## src/rtl/lu_pipe_n_if.sv

```systemverilog
// lu_pipe_n_if: operand/result handshake bundle for the registered logic unit
interface lu_pipe_n_if #(
  parameter int WIDTH = 8,
  parameter int CNT_W = 8
);
  logic             in_valid;
  logic             in_ready;
  logic [WIDTH-1:0] a;
  logic [WIDTH-1:0] b;
  logic [2:0]       op;
  logic             acc_en;
  logic             out_valid;
  logic             out_ready;
  logic [WIDTH-1:0] s;
  logic             zero;
  logic             ones;
  logic             parity;
  logic [CNT_W-1:0] op_count;
  modport master (
    output in_valid, a, b, op, acc_en, out_ready,
    input  in_ready, out_valid, s, zero, ones, parity, op_count
  );
  modport slave (
    input  in_valid, a, b, op, acc_en, out_ready,
    output in_ready, out_valid, s, zero, ones, parity, op_count
  );
endinterface

```

## src/rtl/lu_pipe_n.sv

```systemverilog
// lu_pipe_n: registered WIDTH-bit logic unit with accumulator, flags and saturating op counter
module lu_pipe_n #(
  parameter int WIDTH = 8,
  parameter int CNT_W = 8
) (
  input  logic        clk,
  input  logic        rst_n,
  input  logic        clear,
  lu_pipe_n_if.slave  bus
);
  logic [WIDTH-1:0] r_s;
  logic [WIDTH-1:0] r_acc;
  logic             r_vld;
  logic [CNT_W-1:0] r_cnt;
  logic             w_rdy;
  logic             w_accept;
  logic             w_inv;
  logic [WIDTH-1:0] w_b;
  logic [WIDTH-1:0] w_base;
  logic [WIDTH-1:0] w_f;
  // Ops pair up as f/~f on op[0]; the 11x pair is inverted (NOT A, then PASS A).
  always_comb begin
    w_rdy    = !r_vld || bus.out_ready;
    w_accept = bus.in_valid && w_rdy;
    w_b      = bus.acc_en ? r_acc : bus.b;
    w_base   = (bus.op[2:1] == 2'b00) ? (bus.a & w_b) :
               (bus.op[2:1] == 2'b01) ? (bus.a | w_b) :
               (bus.op[2:1] == 2'b10) ? (bus.a ^ w_b) : bus.a;
    w_inv    = bus.op[0] ^ (bus.op[2] & bus.op[1]);
    w_f      = w_inv ? ~w_base : w_base;
  end
  always_ff @(posedge clk or negedge rst_n) begin
    if (!rst_n) begin
      r_s   <= '0;
      r_acc <= '0;
      r_vld <= 1'b0;
      r_cnt <= '0;
    end else begin
      r_s   <= w_accept ? w_f : r_s;
      r_acc <= clear ? '0 : w_accept ? w_f : r_acc;
      r_vld <= w_accept || (r_vld && !bus.out_ready);
      r_cnt <= clear ? '0 : (w_accept && r_cnt != '1) ? r_cnt + 1'b1 : r_cnt;
    end
  end
  assign bus.in_ready  = w_rdy;
  assign bus.out_valid = r_vld;
  assign bus.s         = r_s;
  assign bus.zero      = ~|r_s;
  assign bus.ones      = &r_s;
  assign bus.parity    = ^r_s;
  assign bus.op_count  = r_cnt;
endmodule

```

## src/flat_wrapper.sv

```systemverilog
// flat-port wrapper written by rule: the top's interface ports become plain ports
module lu_pipe_n_flat 
#(
  parameter int WIDTH = 8,
  parameter int CNT_W = 8
)
  (clk, rst_n, clear, bus_in_valid, bus_a, bus_b, bus_op, bus_acc_en, bus_out_ready, bus_in_ready, bus_out_valid, bus_s, bus_zero, bus_ones, bus_parity, bus_op_count);
  lu_pipe_n_if #(.WIDTH(WIDTH), .CNT_W(CNT_W)) bus_i ();
  input  logic clk;
  input  logic rst_n;
  input  logic clear;
  input wire logic [$bits(bus_i.in_valid)-1:0] bus_in_valid;
  input wire logic [$bits(bus_i.a)-1:0] bus_a;
  input wire logic [$bits(bus_i.b)-1:0] bus_b;
  input wire logic [$bits(bus_i.op)-1:0] bus_op;
  input wire logic [$bits(bus_i.acc_en)-1:0] bus_acc_en;
  input wire logic [$bits(bus_i.out_ready)-1:0] bus_out_ready;
  output wire logic [$bits(bus_i.in_ready)-1:0] bus_in_ready;
  output wire logic [$bits(bus_i.out_valid)-1:0] bus_out_valid;
  output wire logic [$bits(bus_i.s)-1:0] bus_s;
  output wire logic [$bits(bus_i.zero)-1:0] bus_zero;
  output wire logic [$bits(bus_i.ones)-1:0] bus_ones;
  output wire logic [$bits(bus_i.parity)-1:0] bus_parity;
  output wire logic [$bits(bus_i.op_count)-1:0] bus_op_count;
  assign bus_i.in_valid = bus_in_valid;
  assign bus_i.a = bus_a;
  assign bus_i.b = bus_b;
  assign bus_i.op = bus_op;
  assign bus_i.acc_en = bus_acc_en;
  assign bus_i.out_ready = bus_out_ready;
  assign bus_in_ready = bus_i.in_ready;
  assign bus_out_valid = bus_i.out_valid;
  assign bus_s = bus_i.s;
  assign bus_zero = bus_i.zero;
  assign bus_ones = bus_i.ones;
  assign bus_parity = bus_i.parity;
  assign bus_op_count = bus_i.op_count;
  lu_pipe_n #(.WIDTH(WIDTH), .CNT_W(CNT_W)) u_core (.clk(clk), .rst_n(rst_n), .clear(clear), .bus(bus_i));
endmodule
```

## config.mk

```make
export PLATFORM = sky130hd
export DESIGN_NAME = lu_pipe_n_flat
export DESIGN_NICKNAME = d
export VERILOG_FILES = /design/src/rtl/lu_pipe_n_if.sv /design/src/rtl/lu_pipe_n.sv /design/src/flat_wrapper.sv
export SDC_FILE = /design/constraint.sdc
export NUM_CORES = 1
export LEC_CHECK = 0
export CORE_ASPECT_RATIO = 0.9
export CORE_MARGIN = 3
export CORE_UTILIZATION = 50
export CTS_CLUSTER_DIAMETER = 150
export DETAILED_ROUTE_END_ITERATION = 10
export PLACE_DENSITY_LB_ADDON = 0.15
export RECOVER_POWER = 50
export SETUP_SLACK_MARGIN = 0.05
export SYNTH_ARGS = -nofsm -noshare
export SYNTH_HDL_FRONTEND = slang
export SYNTH_SLANG_ARGS = --single-unit
```

## constraint.sdc

```tcl
create_clock -name clk -period 2.6 [get_ports clk]
set_clock_uncertainty 0.15 [all_clocks]
set_input_delay 0.52 -clock clk [delete_from_list [all_inputs] [get_ports clk]]
set_output_delay 0.52 -clock clk [all_outputs]
set_load 0.02 [all_outputs]
```

# After elaboration in Yosys (flattened, before gate mapping)
# Cells that the tools add are included.
# op_classes
mux	9
bitwise	6
n_reduce_logical	14
addsub	1
n_eq_ne	3
# op_table
operator	n
$mux W8	9
$add A8 B1 Y8 const B	1
$and A8 B8 Y8	1
$ne A8 B8 Y1 const B	1
$not A8 Y8	1
$or A8 B8 Y8	1
$reduce_and A8 Y1	1
$reduce_or A8 Y1	1
$reduce_xor A8 Y1	1
$xor A8 B8 Y8	1
$reduce_bool A2 Y1	2
$logic_and A1 B1 Y1	3
$logic_not A1 Y1	3
$eq A2 B1 Y1 const B	1
$eq A2 B2 Y1 const B	1
$logic_not A2 Y1	1
$logic_or A1 B1 Y1	2
$and A1 B1 Y1	1
$xor A1 B1 Y1	1
# word_totals
inputBits	25
ff_bits	25
word_cells	37

# Logic depth before layout (Yosys ltp)
# logic_depth
word_depth	9
mapped_depth	7

# Worst setup path after synthesis
# No wires, ideal clock.
# synth_timing
kind	input port to flip-flop
startpoint	input port bus_acc_en
endpoint	register u_core.r_acc[7]
stages	6
t_required_ns	2.376
slack_ns	0.060
t_arrival_ns	2.316
path_cell_list	clkbuf_1 > mux2i_1 > ha_1 > mux4_1 > mux2_4 > a21oi_2
# synth_via
elab_chain_len	9
word_cells_on_any_way	11
# synth_rtl
element	line_no	rtl
from (decl)	flat_wrapper.sv:16	input wire logic [$bits(bus_i.acc_en)-1:0] bus_acc_en;
$mux W8 (*)	lu_pipe_n.sv:25	w_b = bus.acc_en ? r_acc : bus.b;
$xor A8 B8 Y8	lu_pipe_n.sv:28	(bus.op[2:1] == 2'b10) ? (bus.a ^ w_b) : bus.a;
$mux W8	lu_pipe_n.sv:28	
$mux W8	lu_pipe_n.sv:27	(bus.op[2:1] == 2'b01) ? (bus.a | w_b) :
$mux W8 (*)	lu_pipe_n.sv:26	w_base = (bus.op[2:1] == 2'b00) ? (bus.a & w_b) :
$not A8 Y8	lu_pipe_n.sv:30	w_f = w_inv ? ~w_base : w_base;
$mux W8 (*)	lu_pipe_n.sv:30	
$mux W8 (*) (2 in a row)	lu_pipe_n.sv:40	r_acc <= clear ? '0 : w_accept ? w_f : r_acc;
to (signal assigned)	lu_pipe_n.sv:40	
to (decl)	lu_pipe_n.sv:12	logic [WIDTH-1:0] r_acc;
# Mark *: on every way between the ends. The rest lies on a longest branch, timed or not. The select of a mux whose other input is x is not followed.
# A chain may end at the register's enable or synchronous reset.

# Final worst setup path
# layout_timing
startpoint	input port bus_out_ready
endpoint	output port bus_in_ready
# layout_via
elab_chain_len	1
# layout_rtl
element	line_no	rtl
from (decl)	flat_wrapper.sv:17	input wire logic [$bits(bus_i.out_ready)-1:0] bus_out_ready;
$logic_or A1 B1 Y1	lu_pipe_n.sv:23	w_rdy = !r_vld || bus.out_ready;
to (decl)	flat_wrapper.sv:18	output wire logic [$bits(bus_i.in_ready)-1:0] bus_in_ready;
# No other way between the ends.

==> metrics.cfg <==
[grt]
antenna_found_initial = 0
grt_max_degree = 26
overflow = 0
grt_first_pass_wirelength_um = 7645
grt_pass1_vias = 1642
globalRouteTotalUtil_pct = 20.91

[finish]
syn_to_final_growth_pct = 33.62
multiInputGateArea_sq_um = 1182
final_util_pct = 72.87
nFillCells = 261
seqCellArea_sq_um = 625.6
diodes = 0
nets = 292
drive_above_1_share_pct = 12.45

[critical_path]
r2r_cells = 6
r2r-start = u_core.bus.out_valid$_DFF_PN0_
critical_path.startpoint = bus_out_ready
slowest_delay_ns = 0.55
path_cells = clkdlybuf4s50_1, nor2b_1, inv_1, clkdlybuf4s50_1
rr_endpoint = u_core.r_acc[6]$_DFFE_PN0P_
arrival_ns = 1.84
worstSetupPathType = input port to output port
cp_common_cell = clkdlybuf4s50_1
worstSetupEndpointType = output port
worst_ep_required_time_ns = 1.93
crit_path_max_fanout = 5
critPathLaunchType = input port
cp_slowest_cell = clkdlybuf4s50_1
r2r_setup_slack_ns = 0.54
endpoint = bus_in_ready

[place]
detailed_place_hpwl_um = 3519
pre_cts_ws_ns = -0.2889
portBuffers = 45
gp_congestion = 0.8658

[clock_tree]
root_buffer = clkbuf_8
htreeDepth = 1
clock_latency_ns = 0.27
tritoncts = built
cts_made_buffers = 3
clkSinkCount = 25
clk_pin_slew_worst_paths_ns = 0.08
clock_path_buffers = 2

[sta]
slew-limit-headroom_pct = 9.359
worst_slack_ns = 0.08696
worstMarginPinSlew_ns = 1.360
finalHoldViolCount = 0
final_max_slew_viol_count = 0
rsz0062_at_grt = false
setup_viol = 0
max_freq_mhz = 397.9
layout_min_cycle_time_ns = 2.513
fin_crit_sh_pct = 96.66

[pwr]
total_leakage_power_uw = 0.001270
p_per_area_nw_per_um2 = 478.2
ir_drop_mv = 0.2709

[synthesis]
yosys.area_share.simple_pct = 10.79
yosys.area_share.xor_xnor_pct = 1.821
syn_nets = 237
synthAdderAreaFrac_pct = 16.25
synthTopCellsByArea = dfrtp_1 (33%), ha_1 (16%), mux2i_1 (8.3%)
synth_area_sq_um = 1924
synth_area_per_cell_sq_um = 10.29
synth_top_area_share_pct = 32.51
synth-edff-count = 0
synthArstFlopShare_pct = 100.0
synth_top_cell_by_area = dfrtp_1
yosysMostFrequentCell = inv_1
syn_inst = 187
ys_ff_latch = 25
synth_cell_types = 40
synth_top_family_by_area = multiplexers
synth-main-ff-cell = dfrtp_1
yosys_warnings = 0
synth_compound_area_share_pct = 10.34
synth-seq-area-share_pct = 32.51
synth_common_cells = inv_1 (34), dfrtp_1 (25), ha_1 (25), mux2i_1 (16), nand2_1 (10)
synthMuxAreaShare_pct = 19.44

[drt]
m1WireLength_um = 1811
vias = 1579
routedWlPerCell_um = 15.69
drt-pass1-iter-count = 4
drt-total-wl_um = 4473
top_layer = met4
wl_met3_um = 232
routed_via_density = 5.540
drt_iter0_drc = 59
ant_nets = 0
wl_met2_um = 2392
drcViolationCount = 0

[die]
io_pins = 46
core-area_sq_um = 3528
initial_core_util_pct = 54.54
die_h_um = 64.86
die_area_sq_um = 4630
rows = 20
die_x_um = 71.40

[run]
maxCapViolations = 0

[run_status]
status = completed

[min_path]
min_path_type = flop to flop

-- flip-flops by register name, summed over array words and instances, names as in the netlist --
name	cells
u_core.bus.op_count	8
u_core.bus.out_valid	1
u_core.bus.s	8
u_core.r_acc	8
-- final cells by class --
type                            instances  share of cell area [%]
Multi-Input combinational cell        120                   45.99
Sequential cell                        25                   24.33
Timing Repair Buffer                   56                   20.54
Inverter                               36                   5.255
Tap cell                               44                   2.141
Clock buffer                            4                   1.752
-- logic make-up (layout without fill, tap and decap cells) --
kind of cell	Yosys count	in the layout
flops	25	25
fa+ha+maj	25	25
simple gates	39	39
mux	25	25
xor+xnor	4	4
compound gates	27	27
buf+inv	42	96
-- cell usage in the layout (no fill, tap or decap), types with 3 or more instances in the layout --
| cell type | instances |
|---|---|
| o21a_1 | 7 |
| mux4_2 | 7 |
| nor2_1 | 5 |
| and2_1 | 7 |
| mux2i_1 | 7 |
| dlygate4sd3_1 | 5 |
| inv_1 | 35 |
| a31oi_1 | 3 |
| a21o_1 | 7 |
| mux2i_4 | 4 |
| clkbuf_1 | 3 |
| nor3_1 | 3 |
| ha_1 | 25 |
| dfrtp_1 | 25 |
| clkbuf_8 | 3 |
| nand2_1 | 10 |
| mux2i_2 | 5 |
| buf_4 | 7 |
| nand3_1 | 3 |
| clkdlybuf4s50_1 | 38 |
-- where the power goes --
part           switching (uW)  total (uW)  leakage (uW)  internal (uW)
clock network             119         228     0.0000228            110
logic                     259         532      0.000920            273
registers                40.4         470      0.000328            429
total                     418        1230       0.00127            812
-- stage by stage --
stage / cell area, sq um / cells / total power (uW) / TNS, ns / hold WS (ns)
final: 2571 / 285 / 1230 / 0 / 0.3818
after global routing: 2571 / 285 / 1311 / 0 / 0.4152
after CTS: 2525 / 285 / 1229 / 0 / 0.3975
after detailed placement: 2477 / 281 / 1016 / -3.559 / 0.3783
after global placement: 2477 / 281 / 990.8 / -2.734 / 0.3704
after floorplan: 1924 / 187 / 769.9 / 0 / 0.07441
-- routing by layer --
layer | vias up | track usage [%]
li1 | 750 | -
met5 | - | 0
met4 | 0 | 5.634
met1 | 778 | 24.98
met2 | 45 | 37.84
met3 | 6 | 4.341
-- worst min-delay path by stage --
stage	start	end	slack (ns)	depth (start not counted)
detailed placement	u_core.bus.s[6]$_DFFE_PN0P_	u_core.bus.s[6]$_DFFE_PN0P_	0.38	1
CTS	u_core.bus.s[6]$_DFFE_PN0P_	u_core.bus.s[6]$_DFFE_PN0P_	0.40	1
global placement	u_core.bus.s[6]$_DFFE_PN0P_	u_core.bus.s[6]$_DFFE_PN0P_	0.37	1
floorplan	rst_n	u_core.bus.op_count[0]$_DFFE_PN0P_	0.07	0
finish	u_core.bus.s[6]$_DFFE_PN0P_	u_core.bus.s[6]$_DFFE_PN0P_	0.38	1
global route	u_core.bus.s[6]$_DFFE_PN0P_	u_core.bus.s[6]$_DFFE_PN0P_	0.42	1
-- worst max-delay path, delay by kind of cell --
| kind | cells | cell delay (ns) |
|---|---|---|
| buffers and inverters | 3 | 1.05 |
| AND/OR/NAND/NOR | 1 | 0.28 |
-- what timing repair did --
| action | 4_1_cts | 5_1_grt |
|---|---|---|
| setup endpoints to repair | 7 | 16 |
| resized for setup | 6 | 15 |
| pin swaps | 0 | 3 |
| hold buffers | 0 | 0 |
| buffers inserted | 0 | 0 |
No activity file was read; power rests on OpenSTA's default activity.
